--- src/rtl/mole_scheduler.sv ---
// mole_scheduler: round controller for the multi-hole whack-a-mole game.
// Pops up one mole at a time. The gap before each mole and the choice of
// hole both come from a free-running LFSR. Button presses are judged as a
// hit or a miss, and the block keeps score, lives and a difficulty level
// that shortens the pop-up window.
//
// Ports
//   clk    : system clock
//   reset  : asynchronous, active-high reset
//   start  : debounced start button (level, edge-detected internally)
//   btn    : debounced whack buttons (level, edge-detected internally)
//   mole   : one-hot mole LEDs (all blink together in OVER)
//   hole   : index of the current or last mole
//   score  : hit count, saturating at 255
//   lives  : remaining lives
//   level  : difficulty level, saturating at 7
//   state  : IDLE=0, GAP=1, UP=2, OVER=3
//   hit    : one-cycle pulse on a hit
//   miss   : one-cycle pulse on a miss
//
// state | meaning
// IDLE  | waiting for start, moles dark, last score still shown
// GAP   | random pause before the next pop-up
// UP    | mole lit, waiting for a whack or window expiry
// OVER  | out of lives, all moles blink until start
module mole_scheduler #(
   parameter int N_HOLES        = 4,
   parameter int TICK_CYCLES    = 1_000_000,
   parameter int WINDOW0        = 100,
   parameter int WINDOW_STEP    = 10,
   parameter int GAP_MIN        = 50,
   parameter int HITS_PER_LEVEL = 8
) (
   input  logic               clk,
   input  logic               reset,
   input  logic               start,
   input  logic [N_HOLES-1:0] btn,
   output logic [N_HOLES-1:0] mole,
   output logic [1:0]         hole,
   output logic [7:0]         score,
   output logic [1:0]         lives,
   output logic [2:0]         level,
   output logic [1:0]         state,
   output logic               hit,
   output logic               miss
);
   localparam int              TW          = (TICK_CYCLES > 1) ? $clog2(TICK_CYCLES) : 1;
   localparam logic [TW-1:0]   TICK_LAST   = TW'(TICK_CYCLES - 1);
   localparam logic [7:0]      GAP_BASE    = 8'(GAP_MIN);
   localparam logic [7:0]      BLINK_TICKS = 8'd50;
   localparam logic [3:0]      HITS_LAST   = 4'(HITS_PER_LEVEL - 1);

   typedef enum logic [1:0] {
      S_IDLE = 2'd0,
      S_GAP  = 2'd1,
      S_UP   = 2'd2,
      S_OVER = 2'd3
   } state_t;

   state_t             r_state;
   logic [7:0]         r_lfsr;
   logic [TW-1:0]      r_tick_cnt;
   logic               r_start_prev;
   logic [N_HOLES-1:0] r_btn_prev;
   logic [7:0]         r_cnt;       // gap, window or blink count, depending on state
   logic [3:0]         r_hits;
   logic [N_HOLES-1:0] r_mole;
   logic [1:0]         r_hole;
   logic [7:0]         r_score;
   logic [1:0]         r_lives;
   logic [2:0]         r_level;
   logic               r_hit;
   logic               r_miss;

   logic               w_tick;
   logic               w_start_rise;
   logic [N_HOLES-1:0] w_btn_rise;
   logic [N_HOLES-1:0] w_target;
   logic               w_is_hit;
   logic               w_wrong;
   logic               w_expire;
   logic               w_is_miss;
   logic               w_to_over;
   logic [7:0]         w_gap_load;
   logic [7:0]         w_window;
   logic [1:0]         w_new_hole;
   logic [N_HOLES-1:0] w_new_mole;

   assign w_tick       = (r_state != S_IDLE) && (r_tick_cnt == TICK_LAST);
   assign w_start_rise = start & ~r_start_prev;
   assign w_btn_rise   = btn & ~r_btn_prev;
   assign w_target     = N_HOLES'(1) << r_hole;
   // A correct rise always beats a wrong rise or an expiry in the same cycle.
   assign w_is_hit     = (r_state == S_UP) && w_btn_rise[r_hole];
   assign w_wrong      = |(w_btn_rise & ~w_target);
   assign w_expire     = w_tick && (r_cnt == 8'd1);
   assign w_is_miss    = (r_state == S_UP) && !w_is_hit && (w_wrong || w_expire);
   assign w_to_over    = w_is_miss && (r_lives == 2'd1);
   assign w_gap_load   = GAP_BASE + {1'b0, r_lfsr[6:0]};
   assign w_window     = 8'(WINDOW0 - WINDOW_STEP * int'(r_level));
   // Never light the same hole twice in a row.
   assign w_new_hole   = (r_lfsr[1:0] == r_hole) ? r_lfsr[1:0] + 2'd1 : r_lfsr[1:0];
   assign w_new_mole   = N_HOLES'(1) << w_new_hole;

   // LFSR x^8+x^6+x^5+x^4+1, free-running; edge registers; game tick timer.
   always_ff @(posedge clk or posedge reset) begin
      if (reset) begin
         r_lfsr       <= 8'hA5;
         r_tick_cnt   <= '0;
         r_start_prev <= 1'b0;
         r_btn_prev   <= '0;
      end else begin
         r_lfsr       <= {r_lfsr[6:0], r_lfsr[7] ^ r_lfsr[5] ^ r_lfsr[4] ^ r_lfsr[3]};
         r_start_prev <= start;
         r_btn_prev   <= btn;
         // Restarting on OVER entry keeps the blink phase aligned to entry.
         if (r_state == S_IDLE || w_to_over || w_tick)
            r_tick_cnt <= '0;
         else
            r_tick_cnt <= r_tick_cnt + TW'(1);
      end
   end

   always_ff @(posedge clk or posedge reset) begin
      if (reset) begin
         r_state <= S_IDLE;
         r_cnt   <= '0;
         r_hits  <= '0;
         r_mole  <= '0;
         r_hole  <= '0;
         r_score <= '0;
         r_lives <= 2'd3;
         r_level <= '0;
         r_hit   <= 1'b0;
         r_miss  <= 1'b0;
      end else begin
         r_hit  <= 1'b0;
         r_miss <= 1'b0;
         case (r_state)
            S_IDLE: begin
               r_mole <= '0;
               if (w_start_rise) begin
                  r_score <= '0;
                  r_lives <= 2'd3;
                  r_level <= '0;
                  r_hits  <= '0;
                  r_cnt   <= w_gap_load;
                  r_state <= S_GAP;
               end
            end
            S_GAP: begin
               if (w_tick) begin
                  if (r_cnt == 8'd1) begin
                     r_hole  <= w_new_hole;
                     r_mole  <= w_new_mole;
                     r_cnt   <= w_window;
                     r_state <= S_UP;
                  end else begin
                     r_cnt <= r_cnt - 8'd1;
                  end
               end
            end
            S_UP: begin
               if (w_is_hit) begin
                  r_mole <= '0;
                  r_hit  <= 1'b1;
                  if (r_score != 8'hFF) r_score <= r_score + 8'd1;
                  if (r_hits == HITS_LAST) begin
                     r_hits <= '0;
                     if (r_level != 3'd7) r_level <= r_level + 3'd1;
                  end else begin
                     r_hits <= r_hits + 4'd1;
                  end
                  r_cnt   <= w_gap_load;
                  r_state <= S_GAP;
               end else if (w_is_miss) begin
                  r_miss  <= 1'b1;
                  r_lives <= r_lives - 2'd1;
                  if (w_to_over) begin
                     r_mole  <= '1;
                     r_cnt   <= BLINK_TICKS;
                     r_state <= S_OVER;
                  end else begin
                     r_mole  <= '0;
                     r_cnt   <= w_gap_load;
                     r_state <= S_GAP;
                  end
               end else if (w_tick) begin
                  r_cnt <= r_cnt - 8'd1;
               end
            end
            S_OVER: begin
               if (w_start_rise) begin
                  r_mole  <= '0;
                  r_state <= S_IDLE;
               end else if (w_tick) begin
                  if (r_cnt == 8'd1) begin
                     r_mole <= ~r_mole;
                     r_cnt  <= BLINK_TICKS;
                  end else begin
                     r_cnt <= r_cnt - 8'd1;
                  end
               end
            end
            default: r_state <= S_IDLE;
         endcase
      end
   end

   assign mole  = r_mole;
   assign hole  = r_hole;
   assign score = r_score;
   assign lives = r_lives;
   assign level = r_level;
   assign state = r_state;
   assign hit   = r_hit;
   assign miss  = r_miss;

endmodule

--- config.mk ---
export PLATFORM = sky130hd
export DESIGN_NAME = mole_scheduler
export DESIGN_NICKNAME = d
export VERILOG_FILES = /design/src/rtl/mole_scheduler.sv
export SDC_FILE = /design/constraint.sdc
export NUM_CORES = 1
export LEC_CHECK = 0
export ABC_AREA = 1
export BUFFER_PORTS_ARGS = -buffer_cell sky130_fd_sc_hd__buf_2
export CAP_MARGIN = 20
export CORE_ASPECT_RATIO = 0.6
export CORE_MARGIN = 3
export CORE_UTILIZATION = 30
export DETAILED_ROUTE_END_ITERATION = 8
export MAX_ROUTING_LAYER = met4
export SLEW_MARGIN = 40
export SYNTH_ARGS = -nofsm -noshare
export SYNTH_HDL_FRONTEND = slang
export SYNTH_SLANG_ARGS = --single-unit
export TNS_END_PERCENT = 20
--- constraint.sdc ---
create_clock -name clk -period 2 [get_ports clk]
set_clock_uncertainty 0.2 [all_clocks]
set_input_delay 0.1 -clock clk [delete_from_list [all_inputs] [get_ports clk]]
set_output_delay 0.1 -clock clk [all_outputs]
set_load 0.01 [all_outputs]
## Word-level counts from Yosys, hierarchy flattened

Index checks and enable logic that the tools add are counted.

| word-level totals | value |
|---|---|
| register bits | 68 |
| input port bits | 7 |
| output and inout port bits | 23 |
| word-level logic and storage cells | 139 |

| cells by class | value |
|---|---|
| $add $sub $neg | 9 |
| multiply operators | 1 |
| magnitude comparators | 1 |
| equal/unequal tests | 26 |
| shift operators | 2 |
| mux-type cells | 54 |
| bitwise gates (word level) | 10 |
| reductions and logical operators | 22 |

Operator list:

| operator | count |
|---|---|
| 2-to-1 mux 8 bit | 13 |
| 2-to-1 mux 4 bit | 11 |
| one-hot mux 8 bit (4 select lines) | 1 |
| 2-to-1 mux 2 bit | 11 |
| adder 20 x 1 -> 20 bit, second input constant | 1 |
| == test 20 bit, second input constant | 1 |
| 2-to-1 mux 20 bit | 1 |
| AND reduction 5 bit | 4 |
| inequality test 2 bit, second input constant | 9 |
| one-hot mux 4 bit (4 select lines) | 1 |
| one-hot mux 8 bit (2 select lines) | 1 |
| 2-to-1 mux 3 bit | 4 |
| inequality test 3 bit, second input constant | 4 |
| NOT 4 bit | 3 |
| adder 6 x 7 -> 8 bit, first input constant | 1 |
| adder 8 x 1 -> 8 bit, second input constant | 1 |
| AND 4 bit | 2 |
| == test 8 x 1 -> 1 bit, second input constant | 1 |
| inequality test 8 bit, second input constant | 1 |
| one-hot mux 2 bit (4 select lines) | 1 |
| one-hot mux 4 bit (2 select lines) | 1 |
| AND reduction 4 bit | 2 |
| << shifter 1 x 2 -> 4 bit, first input constant | 2 |
| subtractor 7 x 7 -> 8 bit, first input constant | 1 |
| 27 further kinds | 47 |

## Depth between registers and ports, before layout

| depth | value |
|---|---|
| depth after elaboration | 13 |
| mapped depth | 13 |

## Worst setup path after synthesis

Ideal clock, no wire load.

| timing path | value |
|---|---|
| path kind | reg2reg |
| from | register r_level[2] (netlist: level[2]) |
| to | register r_cnt[5] |
| setup time | 0.116 ns |
| data arrival time | 1.656 ns |
| required time | 1.684 ns |
| setup slack | 0.028 ns |
| cell stages (with the launch flop) | 11 |
| cells stage by stage | dfrtp_1 -> ha_1 -> ha_1 -> ha_1 -> nand3_1 -> nand3_1 -> nand3_1 -> a21oi_1 -> nand4_1 -> nand2_1 -> nand2_1 |

| on the way | value |
|---|---|
| longest elaborated chain between the ends | 5 |

Ends and longest elaborated chain:

| what | RTL line | text |
|---|---|---|
| from (decl) | 71 | `logic [2:0] r_level;` |
| from (signal assigned) | 170 | `if (r_level != 3'd7) r_level <= r_level + 3'd1;` |
| multiplier 3 x 3 -> 6 bit | 100 | `assign w_window = 8'(WINDOW0 - WINDOW_STEP * int'(r_level));` |
| subtractor 7 x 7 -> 8 bit | 100 |  |
| 2-to-1 mux 8 bit | 153 | `if (r_cnt == 8'd1) begin` |
| 2-to-1 mux 8 bit | 152 | `if (w_tick) begin` |
| one-hot mux 8 bit (4 select lines) | 139 | `case (r_state)` |
| to (signal assigned) | 147 | `r_cnt <= w_gap_load;` |
| to (signal assigned) | 156 | `r_cnt <= w_window;` |
| to (signal assigned) | 159 | `r_cnt <= r_cnt - 8'd1;` |
| to (decl) | 65 | `logic [7:0] r_cnt;` |

Every way passes these cells. The select of a mux whose other input is x is not followed.
A chain may end at the register's enable or synchronous reset.

## Worst setup path in the final report

| timing path | value |
|---|---|
| from | register r_cnt[1] |
| to | register r_cnt[4] |

| on the way | value |
|---|---|
| longest elaborated chain between the ends | 9 |
| elaborated cells on any way between the ends | 18 |

Ends and longest elaborated chain:

| what |
|---|
| parallel branches: the longest is 9 deep, another holds subtractor 8 x 1 -> 8 bit |

Parallel ways; which one is timed is not known. The select of a mux whose other input is x is not followed.

==> run_results.csv <==
group,metric,value,unit
outcome,outcome,"finished with violations",
outcome,violations,"negative setup slack",
global_routing,overflow,0,
clocking,clock-sinks,68,
die,dieArea,15880,um^2
drt,initialDrtViolationCount,353,
die,initial_utilization,31.14,%
timing,maxSlewViolCount,0,
placed_design,dp_hpwl,9057,um
global_routing,grt_usage,15.56,%
power_and_ir_drop,power.leakage,2.920,nW
global_routing,antenna_found_initial,0,
clocking,clk_pin_slew_worst_paths,0.06,ns
clocking,clock_path_buffers,2,
synthesis,synth-warning-count,0,
clocking,cts_root_buf,"clkbuf_16",
synthesis,syn_inst,562,
worst_setup_path,end_kind,"flip-flop",
placed_design,preCtsSetupSlack,-0.1599,ns
die,placementRows,33,
timing,min_period_over_period,100.9,%
synthesis,synth_area_per_cell,7.663,um^2
die,fp.dieH,98.81,um
die,die_width,160.7,um
worst_setup_path,cp.required,2.02,ns
drt,avgRoutedWirePerCell,13.67,um
drt,dr.pass1.iters,5,
synthesis,synth_fp_nets,581,
synthesis,ys_ff_latch,68,
global_routing,grt_pass1_wl,19330,um
drt,vias,4167,
hold_path,worst_hold_path_type,"reg2reg",
timing,worstMarginPinSlew,0.4652,ns
timing,hold_violations,0,
placed_design,placed_area,5149,um^2
global_routing,grt_max_degree,36,
power_and_ir_drop,totalPowerFinal,7.147,mW
clocking,tritoncts,"built",
final_layout,mostFrequentLayoutCells,"124 x nand2_1, 81 x buf_4, 64 x inv_1",
synthesis,syn-cell-area,4307,um^2
worst_setup_path,crit_path_start_kind,"flip-flop",
worst_setup_path,critPathArrivalTime,2.04,ns
synthesis,yosysSeqAreaShare,39.69,%
timing,fin_crit,2.019,ns
timing,rsz0062_at_grt,"true",
clocking,clk_latency,0.33,ns
power_and_ir_drop,cellPowerDensity,1179,nW/um^2
timing,maxClockFrequency,495.3,MHz
final_layout,nNetsFinal,708,
die,core_area,13830,um^2
die,io-pin-count,30,
timing,finalSetupViolations,5,
final_layout,area_growth,40.73,%
worst_setup_path,critical_path.max_stage_delay,0.37,ns
worst_setup_path,critPathBufInv,2,
final_layout,diodes,0,
power_and_ir_drop,peakVddDrop,0.5272,mV
placed_design,place_congestion,1.010,
global_routing,grt_pass1_vias,3892,
worst_setup_path,critPathTopFamily,"simple AND/OR/NAND/NOR gates",
clocking,htreeDepth,3,
final_layout,drive_gt1_share,35.01,%
worst_setup_path,slowest_stage,"dfrtp_1",
placed_design,dp.cells,844,
drt,vias_per_cell,4.703,
worst_setup_path,cp_common_cell,"nand2_1",
final_layout,final_cell_area,6061,um^2
timing,setup_ws,-0.01883,ns
drt,wl,12120,um
drt,route.detailed.drc,0,
final_layout,stdcell_count,886,
flow_run,cap_viol_max_count,0,
worst_setup_path,crit_chain,"inv_1 -> ha_2 -> nand2_2 -> nor2_4 -> inv_1 -> nand2_2 -> nand2_1 -> nand2_1 -> o21ai_1 -> nor2_1 -> nand2_2 -> nand2_1 -> nand2_1",
synthesis,synth_cell_types,45,
drt,ant_nets,0,
worst_setup_path,cp_max_fo,5,
clocking,cts_buffers,9,
placed_design,io_buffer_count,29,
final_layout,layout_commonest_cell,"nand2_1",
timing,relSlewSlack,68.99,%
timing,setup_tns,-0.04759,ns
worst_setup_path,path_class,"reg2reg",
-- cell type report --
cell class,count,area [um^2]
clock buffer,9,225.2
clock inverter,7,115.1
fill,1346,7771
inverter,75,295.3
multi-input combinational,413,2591
sequential,68,1713
tap,192,240.2
timing repair buffer,122,880.8
-- registers in the layout, summed over array words and instances, names as in the netlist, 2 cells and up --
register    cells
r_tick_cnt     20
r_cnt           8
r_lfsr          8
score           8
mole            4
r_btn_prev      4
r_hits          4
level           3
hole            2
lives           2
state           2
-- metrics by stage --
stage	hold slack [ns]	utilization, %
2_1_floorplan	-0.06857	-
3_3_place_gp	0.02643	37.22
3_5_place_dp	0.02700	37.22
4_1_cts	0.2147	40.85
5_1_grt	0.2194	43.82
6_report	0.2126	43.82
-- report_power, final --
group,internal (mW),switching (mW)
sequential,1.63,0.222
combinational,1.40,2.08
clock,1.21,0.604
total,4.24,2.91
-- cells in the mapped netlist, drive strengths merged --
cell	count	share of area (%)
a32oi	1	0.20
dfrtp	62	36
o2111ai	1	0.20
a211oi	1	0.29
clkbuf	1	0.087
o31ai	1	0.17
nor2	92	11
and3	1	0.15
a31oi	3	0.44
ha	12	3.5
o21ai	28	3.4
nand2	147	13
nand3b	1	0.17
nand4	17	2.8
or2	5	0.73
nand3	34	4.6
o22a	2	0.41
xor2	20	4.1
o21bai	2	0.35
nor3	8	1.0
dfstp	6	3.7
inv	75	6.7
a21oi	20	2.4
xnor2	11	2.2
o21a	1	0.17
nor4	2	0.29
mux2	1	0.26
buf	7	1.4
-- cell families (layout without fill, tap and decap cells) --
kind of cell | Yosys count | count (layout) | synth area share (%)
buf+inv | 83 | 213 | 8.222
mux | 1 | 1 | 0.2615
xor+xnor | 31 | 31 | 6.304
compound gates | 60 | 60 | 8.077
simple gates | 307 | 309 | 33.96
flops | 68 | 68 | 39.69
fa+ha+maj | 12 | 12 | 3.486
-- routing by layer --
layer | part of all wire [%] | vias to the layer above | track usage (%)
met1 | 52 | 1991 | 23.72
met5 | 0 | - | -
met4 | 0.92 | 0 | 2.800
met3 | 6.1 | 12 | 3.066
met2 | 41 | 109 | 21.30
li1 | - | 2055 | -
-- worst paths after layout --
kind	slack [ns]	depth (start not counted)	from	endpoint
worst min-delay path	0.21	0	r_lfsr[2]$_DFF_PP1_	r_lfsr[3]$_DFF_PP0_
min in group asynchronous	0.24	4	reset	hole[1]$_DFFE_PP0P_
worst min register to register	0.21	0	r_lfsr[2]$_DFF_PP1_	r_lfsr[3]$_DFF_PP0_
worst max-delay path	-0.02	13	r_cnt[1]$_DFFE_PP0P_	r_cnt[4]$_DFFE_PP0P_
worst max register to register	-0.02	13	r_cnt[1]$_DFFE_PP0P_	r_cnt[4]$_DFFE_PP0P_
max in group asynchronous	1.00	4	reset	state[0]$_DFFE_PP0P_
-- timing repair --
| action | 4_1_cts | 5_1_grt |
|---|---|---|
| gates cloned | 0 | 2 |
| setup buffers | 1 | 17 |
| hold endpoints to repair | 67 | 0 |
| hold buffers | 6 | 0 |
| pin swaps | 5 | 33 |
| resized for setup | 17 | 75 |
| setup endpoints to repair | 39 | 53 |
Power figures use the tool's default switching activity.
